--- src/rtl/mmio_port_bridge.sv ---
// CPU-side MMIO bridge: steers loads/stores between data memory and a small IO
// block (button flags, switch snapshot, LED/display registers, interrupt control).
module mmio_port_bridge #(
    parameter int DATA_W      = 32,
    parameter int SEL_BIT     = 7,
    parameter int NUM_BTN     = 2,
    parameter int SW_W        = 16,
    parameter int LED_W       = 12,
    parameter int SYNC_STAGES = 2
) (
    input  logic              clk,
    input  logic              reset,
    input  logic              writeEN,
    input  logic              readEN,
    input  logic [31:0]       addr,
    input  logic [DATA_W-1:0] writeData,
    output logic [DATA_W-1:0] readData,
    output logic              memWrite,
    input  logic [DATA_W-1:0] memReadData,
    input  logic [NUM_BTN-1:0] btn,
    input  logic [SW_W-1:0]   switch,
    output logic [LED_W-1:0]  led,
    output logic [31:0]       disp,
    output logic              irq
);

    localparam logic [2:0] OFF_STATUS = 3'd0;
    localparam logic [2:0] OFF_SNAP   = 3'd1;
    localparam logic [2:0] OFF_LED    = 3'd2;
    localparam logic [2:0] OFF_DISP   = 3'd3;
    localparam logic [2:0] OFF_CTRL   = 3'd4;

    logic [SYNC_STAGES-1:0][NUM_BTN-1:0] btn_sync_q;
    logic [SYNC_STAGES-1:0][SW_W-1:0]    sw_sync_q;
    logic [SYNC_STAGES-1:0]              fill_q;
    logic [NUM_BTN-1:0] btn_prev_q, arm_q, arm_d;
    logic [NUM_BTN-1:0] status_q, status_d, mask_q, mask_d;
    logic [SW_W-1:0]    snap_q, snap_d;
    logic [LED_W-1:0]   led_q, led_d;
    logic [31:0]        disp_q, disp_d;
    logic               live_q, live_d, irq_q, irq_d;

    logic               io_sel, io_wr, rd_clr;
    logic [2:0]         offset;
    logic [NUM_BTN-1:0] btn_s, press;
    logic [SW_W-1:0]    sw_s;
    logic [DATA_W-1:0]  io_rd;
    logic [DATA_W+31:0] wd_ext, disp_ext;
    logic               unused_bits;

    assign io_sel   = addr[SEL_BIT];
    assign offset   = addr[4:2];
    assign io_wr    = writeEN & io_sel;
    assign rd_clr   = readEN & io_sel & (offset == OFF_STATUS);
    assign memWrite = writeEN & ~io_sel;

    assign btn_s = btn_sync_q[SYNC_STAGES-1];
    assign sw_s  = sw_sync_q[SYNC_STAGES-1];
    // A button only produces edges once it has been seen released after reset,
    // so a button held through reset release never registers a press.
    assign press = btn_s & ~btn_prev_q & arm_q;

    assign wd_ext      = {32'b0, writeData};
    assign disp_ext    = {{DATA_W{1'b0}}, disp_q};
    assign unused_bits = ^{addr, wd_ext, disp_ext};

    always_comb begin
        io_rd = '0;
        case (offset)
            OFF_STATUS: io_rd[NUM_BTN-1:0] = status_q;
            OFF_SNAP:   io_rd[SW_W-1:0]    = snap_q;
            OFF_LED:    io_rd[LED_W-1:0]   = led_q;
            OFF_DISP:   io_rd              = disp_ext[DATA_W-1:0];
            OFF_CTRL: begin
                io_rd[0]            = live_q;
                io_rd[8 +: NUM_BTN] = mask_q;
            end
            default:    io_rd = '0;
        endcase
    end

    assign readData = io_sel ? io_rd : memReadData;

    always_comb begin
        // Set beats clear when a press lands on the read-clear edge.
        status_d = (status_q & ~{NUM_BTN{rd_clr}}) | press;
        snap_d   = (live_q | press[0]) ? sw_s : snap_q;
        arm_d    = arm_q | ({NUM_BTN{fill_q[SYNC_STAGES-1]}} & ~btn_s);
        irq_d    = |(status_q & mask_q);
        led_d    = led_q;
        disp_d   = disp_q;
        live_d   = live_q;
        mask_d   = mask_q;
        if (io_wr) begin
            case (offset)
                OFF_LED:  led_d = writeData[LED_W-1:0];
                OFF_DISP: disp_d = wd_ext[31:0];
                OFF_CTRL: begin
                    live_d = writeData[0];
                    mask_d = writeData[8 +: NUM_BTN];
                end
                default: ;
            endcase
        end
    end

    always_ff @(posedge clk or negedge reset) begin
        if (!reset) begin
            btn_sync_q <= '0;
            sw_sync_q  <= '0;
            fill_q     <= '0;
            btn_prev_q <= '0;
            arm_q      <= '0;
            status_q   <= '0;
            snap_q     <= '0;
            led_q      <= '0;
            disp_q     <= '0;
            live_q     <= 1'b0;
            mask_q     <= '0;
            irq_q      <= 1'b0;
        end else begin
            btn_sync_q <= {btn_sync_q[SYNC_STAGES-2:0], btn};
            sw_sync_q  <= {sw_sync_q[SYNC_STAGES-2:0], switch};
            fill_q     <= {fill_q[SYNC_STAGES-2:0], 1'b1};
            btn_prev_q <= btn_s;
            arm_q      <= arm_d;
            status_q   <= status_d;
            snap_q     <= snap_d;
            led_q      <= led_d;
            disp_q     <= disp_d;
            live_q     <= live_d;
            mask_q     <= mask_d;
            irq_q      <= irq_d;
        end
    end

    assign led  = led_q;
    assign disp = disp_q;
    assign irq  = irq_q;

endmodule

--- config.mk ---
export PLATFORM = sky130hd
export DESIGN_NAME = mmio_port_bridge
export DESIGN_NICKNAME = d
export VERILOG_FILES = /design/src/rtl/mmio_port_bridge.sv
export SDC_FILE = /design/constraint.sdc
export NUM_CORES = 1
export LEC_CHECK = 0
export CAP_MARGIN = 20
export CORE_ASPECT_RATIO = 2
export CORE_MARGIN = 2
export CORE_UTILIZATION = 42
export CTS_BUF_LIST = sky130_fd_sc_hd__clkbuf_4 sky130_fd_sc_hd__clkbuf_8 sky130_fd_sc_hd__clkbuf_16
export DETAILED_ROUTE_END_ITERATION = 16
export PLACE_DENSITY = 0.78
export SYNTH_ARGS = -nofsm -noshare
export SYNTH_HDL_FRONTEND = slang
export SYNTH_SLANG_ARGS = --single-unit
--- constraint.sdc ---
create_clock -name clk -period 2.08 [get_ports clk]
set_input_delay 0.52 -clock clk [delete_from_list [all_inputs] [get_ports clk]]
set_output_delay 0.52 -clock clk [all_outputs]
set_load 0.02 [all_outputs]
==> metrics.md <==
| Metric | Value |
|---|---|
| Chip height | between 150 and 200 um |
| Sw Ratio | a little over a quarter |
| Max cap viols | 0 |
| Final slew viol count | 0 |
| DP Area | ~0.0066 mm^2 |
| Vias | between 3k and 4k |
| Post-Layout Inst Area | just over 0.007 mm^2 |
| Clock group share of total power | slightly above 30% |
| Setup CP Type | reg2out |
| CTS clk-pin slew, worst paths | approximately 0.07 ns |
| DR pass1 iterations | 4 |
| Die ar. | about 0.012 mm^2 |
| Status | complete, but fails checks |
| P_int | between 4 and 5 mW |
| Post-route setup slack | -0.0558 ns |
| Reg power frac | about two fifths |
| Worst slack, placed | -0.942 ns |
| GRT Overall Usage | 21.8% |
| Initial DRC count | approximately 110 |
| Rows | 53 |
| Fill cells | about 770 |
| Root Driver | clkbuf_16 |
| Skew final | 0.00988 ns |
| Pwr dens | slightly above 900 mW/mm^2 |
| Min cycle time layout | 2.14 ns |
| Failing checks | negative setup slack |
| DRC | 0 |
| Crit-path max FO | 2 |
| IO buf count | 167 |
| GR Overflow Total | 0 |
| Wirelength, routed | 12100 um |
| Syn_area_per_cell | about 14 um^2 |
| Ranking of synthesized cells by area | dfrtp_1 60%, mux2_2 11%, mux2_4 9.9% |
| Post-Syn Instances | between 300 and 400 |
| Clk sinks | approximately 110 |
| Fmax | 468 MHz |
| Sequential area share after synthesis | 59.5% |
| Post-DP HPWL | around 9000 um |
| Largest net degree at the start of global routing | 47 |
| GP Congestion | 0.802 |
| Critical Path Sink Type | output pin |
| Htree depth | 3 |
| Leading area contributor after synthesis | dfrtp_1 |
| Clk buf depth | 2 |
| Final #Nets | 652 |
| Leakage power | ~3.3 nW |
| Area grow syn2layout | 55.9% |
| Share of layout cells above drive strength 1 | 35.8% |
| Initial Util | a little over two fifths |
| Yosys warning count | 0 |
| Final setup vio count | 1 |
| Routed WL per cell | ~18 um |
| Area of the mapped netlist | between 0.004 and 0.005 mm^2 |
| Syn Nets | roughly 450 |
| Vias in the first global route | 3698 |
| Arrival @ worst endpoint | roughly 1.6 ns |
| CP required | about 1.6 ns |
| Vias per cell | roughly 5.0 |
| Switching power | between 1.5 and 2 mW |
| CTS tree | built |
| RSZ-0062 raised after global routing | yes |
| Yosys reg bits | 108 |
| IO Pins | just under 200 |
| Fin crit share | 103% |
| CTS Buf Count | 9 |
| Min Hold Slack | approximately 0.08 ns |
| Combinational power share | approximately 29% |
| Detail Route Antenna Nets | 0 |
| Worst VDD drop | roughly 850 uV |
| Die Span X | a little under 80 um |
| First-pass GRT wire length | about 19000 um |
| Clk_lat worst skew | ~0.34 ns |
| Count of final hold-check violations | 0 |
| Unique masters post-synth | 37 |
| Crit start category | flip-flop |
| Hold WC Path Type | in2async |
| Core Area | about 0.011 mm^2 |
| Initial antenna violation count | 1 |
| Top-area cell type share of the netlist area | between 50% and 60% |
| Hold buffers post-CTS | 0 |
-- worst paths after layout --
path	startpoint	to	slack, ns	cells after the start
setup / recovery	status_q[0]$_DFF_PN0_	readData[0]	-0.06	4
min in group clk	sw_sync_q[12]$_DFF_PN0_	sw_s[12]$_DFF_PN0_	0.35	0
max in group asynchronous	reset	mask_q[0]$_DFFE_PN0P_	1.42	2
setup reg to reg	arm_q[0]$_DFF_PN0_	snap_q[7]$_DFFE_PN0P_	0.64	4
hold reg to reg	sw_sync_q[12]$_DFF_PN0_	sw_s[12]$_DFF_PN0_	0.35	0
hold / removal	reset	btn_sync_q[1]$_DFF_PN0_	0.08	1
-- placed cells by master (no fill, tap or decap), types with 3 or more instances in the layout --
cell	instances
clkdlybuf4s50_1	129
dfrtp_1	108
buf_4	42
mux2_2	39
mux2_4	34
inv_1	31
buf_2	23
nand3_1	17
o21ai_0	16
o22ai_1	12
buf_12	10
clkbuf_16	9
a22oi_2	7
nor2_1	5
and3b_1	3
a21o_1	3
mux2i_1	3
nand2_1	3
bufinv_16	3
buf_8	3
-- metrics by stage --
stage | setup TNS [ns] | power, mW | utilization [%] | instances
after global placement | -33.99 | 4.49 | 63.0 | 653
after floorplan | 0 | 3.55 | - | 331
after detailed placement | -34.50 | 4.53 | 63.0 | 653
after CTS | -0.363 | 6.57 | 67.3 | 678
after global routing | -0.210 | 6.79 | 67.2 | 677
final | -0.0558 | 6.51 | 67.2 | 677
-- registers in the layout (all words and copies together) (netlist names), 12 cells and up --
| register | count |
|---|---|
| disp | 32 |
| snap_q | 16 |
| sw_s | 16 |
| sw_sync_q | 16 |
| led | 12 |
-- worst max-delay path, cell delays in order, from the launching register on --
cell and delay [ns]:
dfrtp_1 0.39, mux2_4 0.27, a222oi_1 0.33, a21oi_1 0.11, buf_4 0.17
-- cells in the mapped netlist (all sizes together) --
cell	n
dfrtp	108
mux2	73
inv	31
o21ai	18
nand3	17
buf	15
o22ai	12
a22oi	8
nor2	6
nand2	5
and3b	4
clkbuf	4
mux2i	4
nor2b	4
a21o	3
a211oi	2
a21boi	2
a221oi	2
and3	2
o311a	2
a21oi	1
a222oi	1
a22o	1
conb	1
mux4	1
nand4	1
nor3b	1
o21bai	1
o2bb2ai	1
-- cell families after synthesis --
family,share of synthesized area (%)
simple gates,5.45
compound gates,7.91
mux,22.0
buf+inv,5.10
flops,59.5
other cells,0.0826
-- power by group through the flow --
stage | Combinational, mW | Clock (mW) | Sequential [mW]
2_1_floorplan | 0.648 | 0 | 2.90
3_3_place_gp | 1.80 | 0 | 2.69
3_5_place_dp | 1.83 | 0 | 2.70
4_1_cts | 1.89 | 2.01 | 2.68
5_1_grt | 1.97 | 2.10 | 2.72
6_report | 1.87 | 1.97 | 2.68
-- per-layer routing --
metal  track usage (%)  wire, um  share of wire (%)
met5                 0         0                  0
met4              8.21       226                1.9
met3              3.99       518                4.3
met2              42.0      7100                 59
met1              23.1      4270                 35
-- repair_timing --
item / in CTS / in global routing
setup buffers: 8 / 0
pin swaps: 16 / 4
gates resized for setup: 203 / 6
cloned: 1 / 0
setup endpoints to repair: 33 / 31
-- final cells by class --
| type | count | area [um^2] | area share, % |
|---|---|---|---|
| clock buffer | 10 | 239 | 3.38 |
| clock inverter | 6 | 116 | 1.64 |
| multi-input combinational | 173 | 1710 | 24.1 |
| timing repair buffer | 211 | 2030 | 28.6 |
| inverter | 31 | 116 | 1.64 |
| tap | 137 | 171 | 2.42 |
| sequential | 108 | 2700 | 38.2 |
| antenna | 1 | 2.50 | 0.0353 |
(Power assumes the default switching activity.)
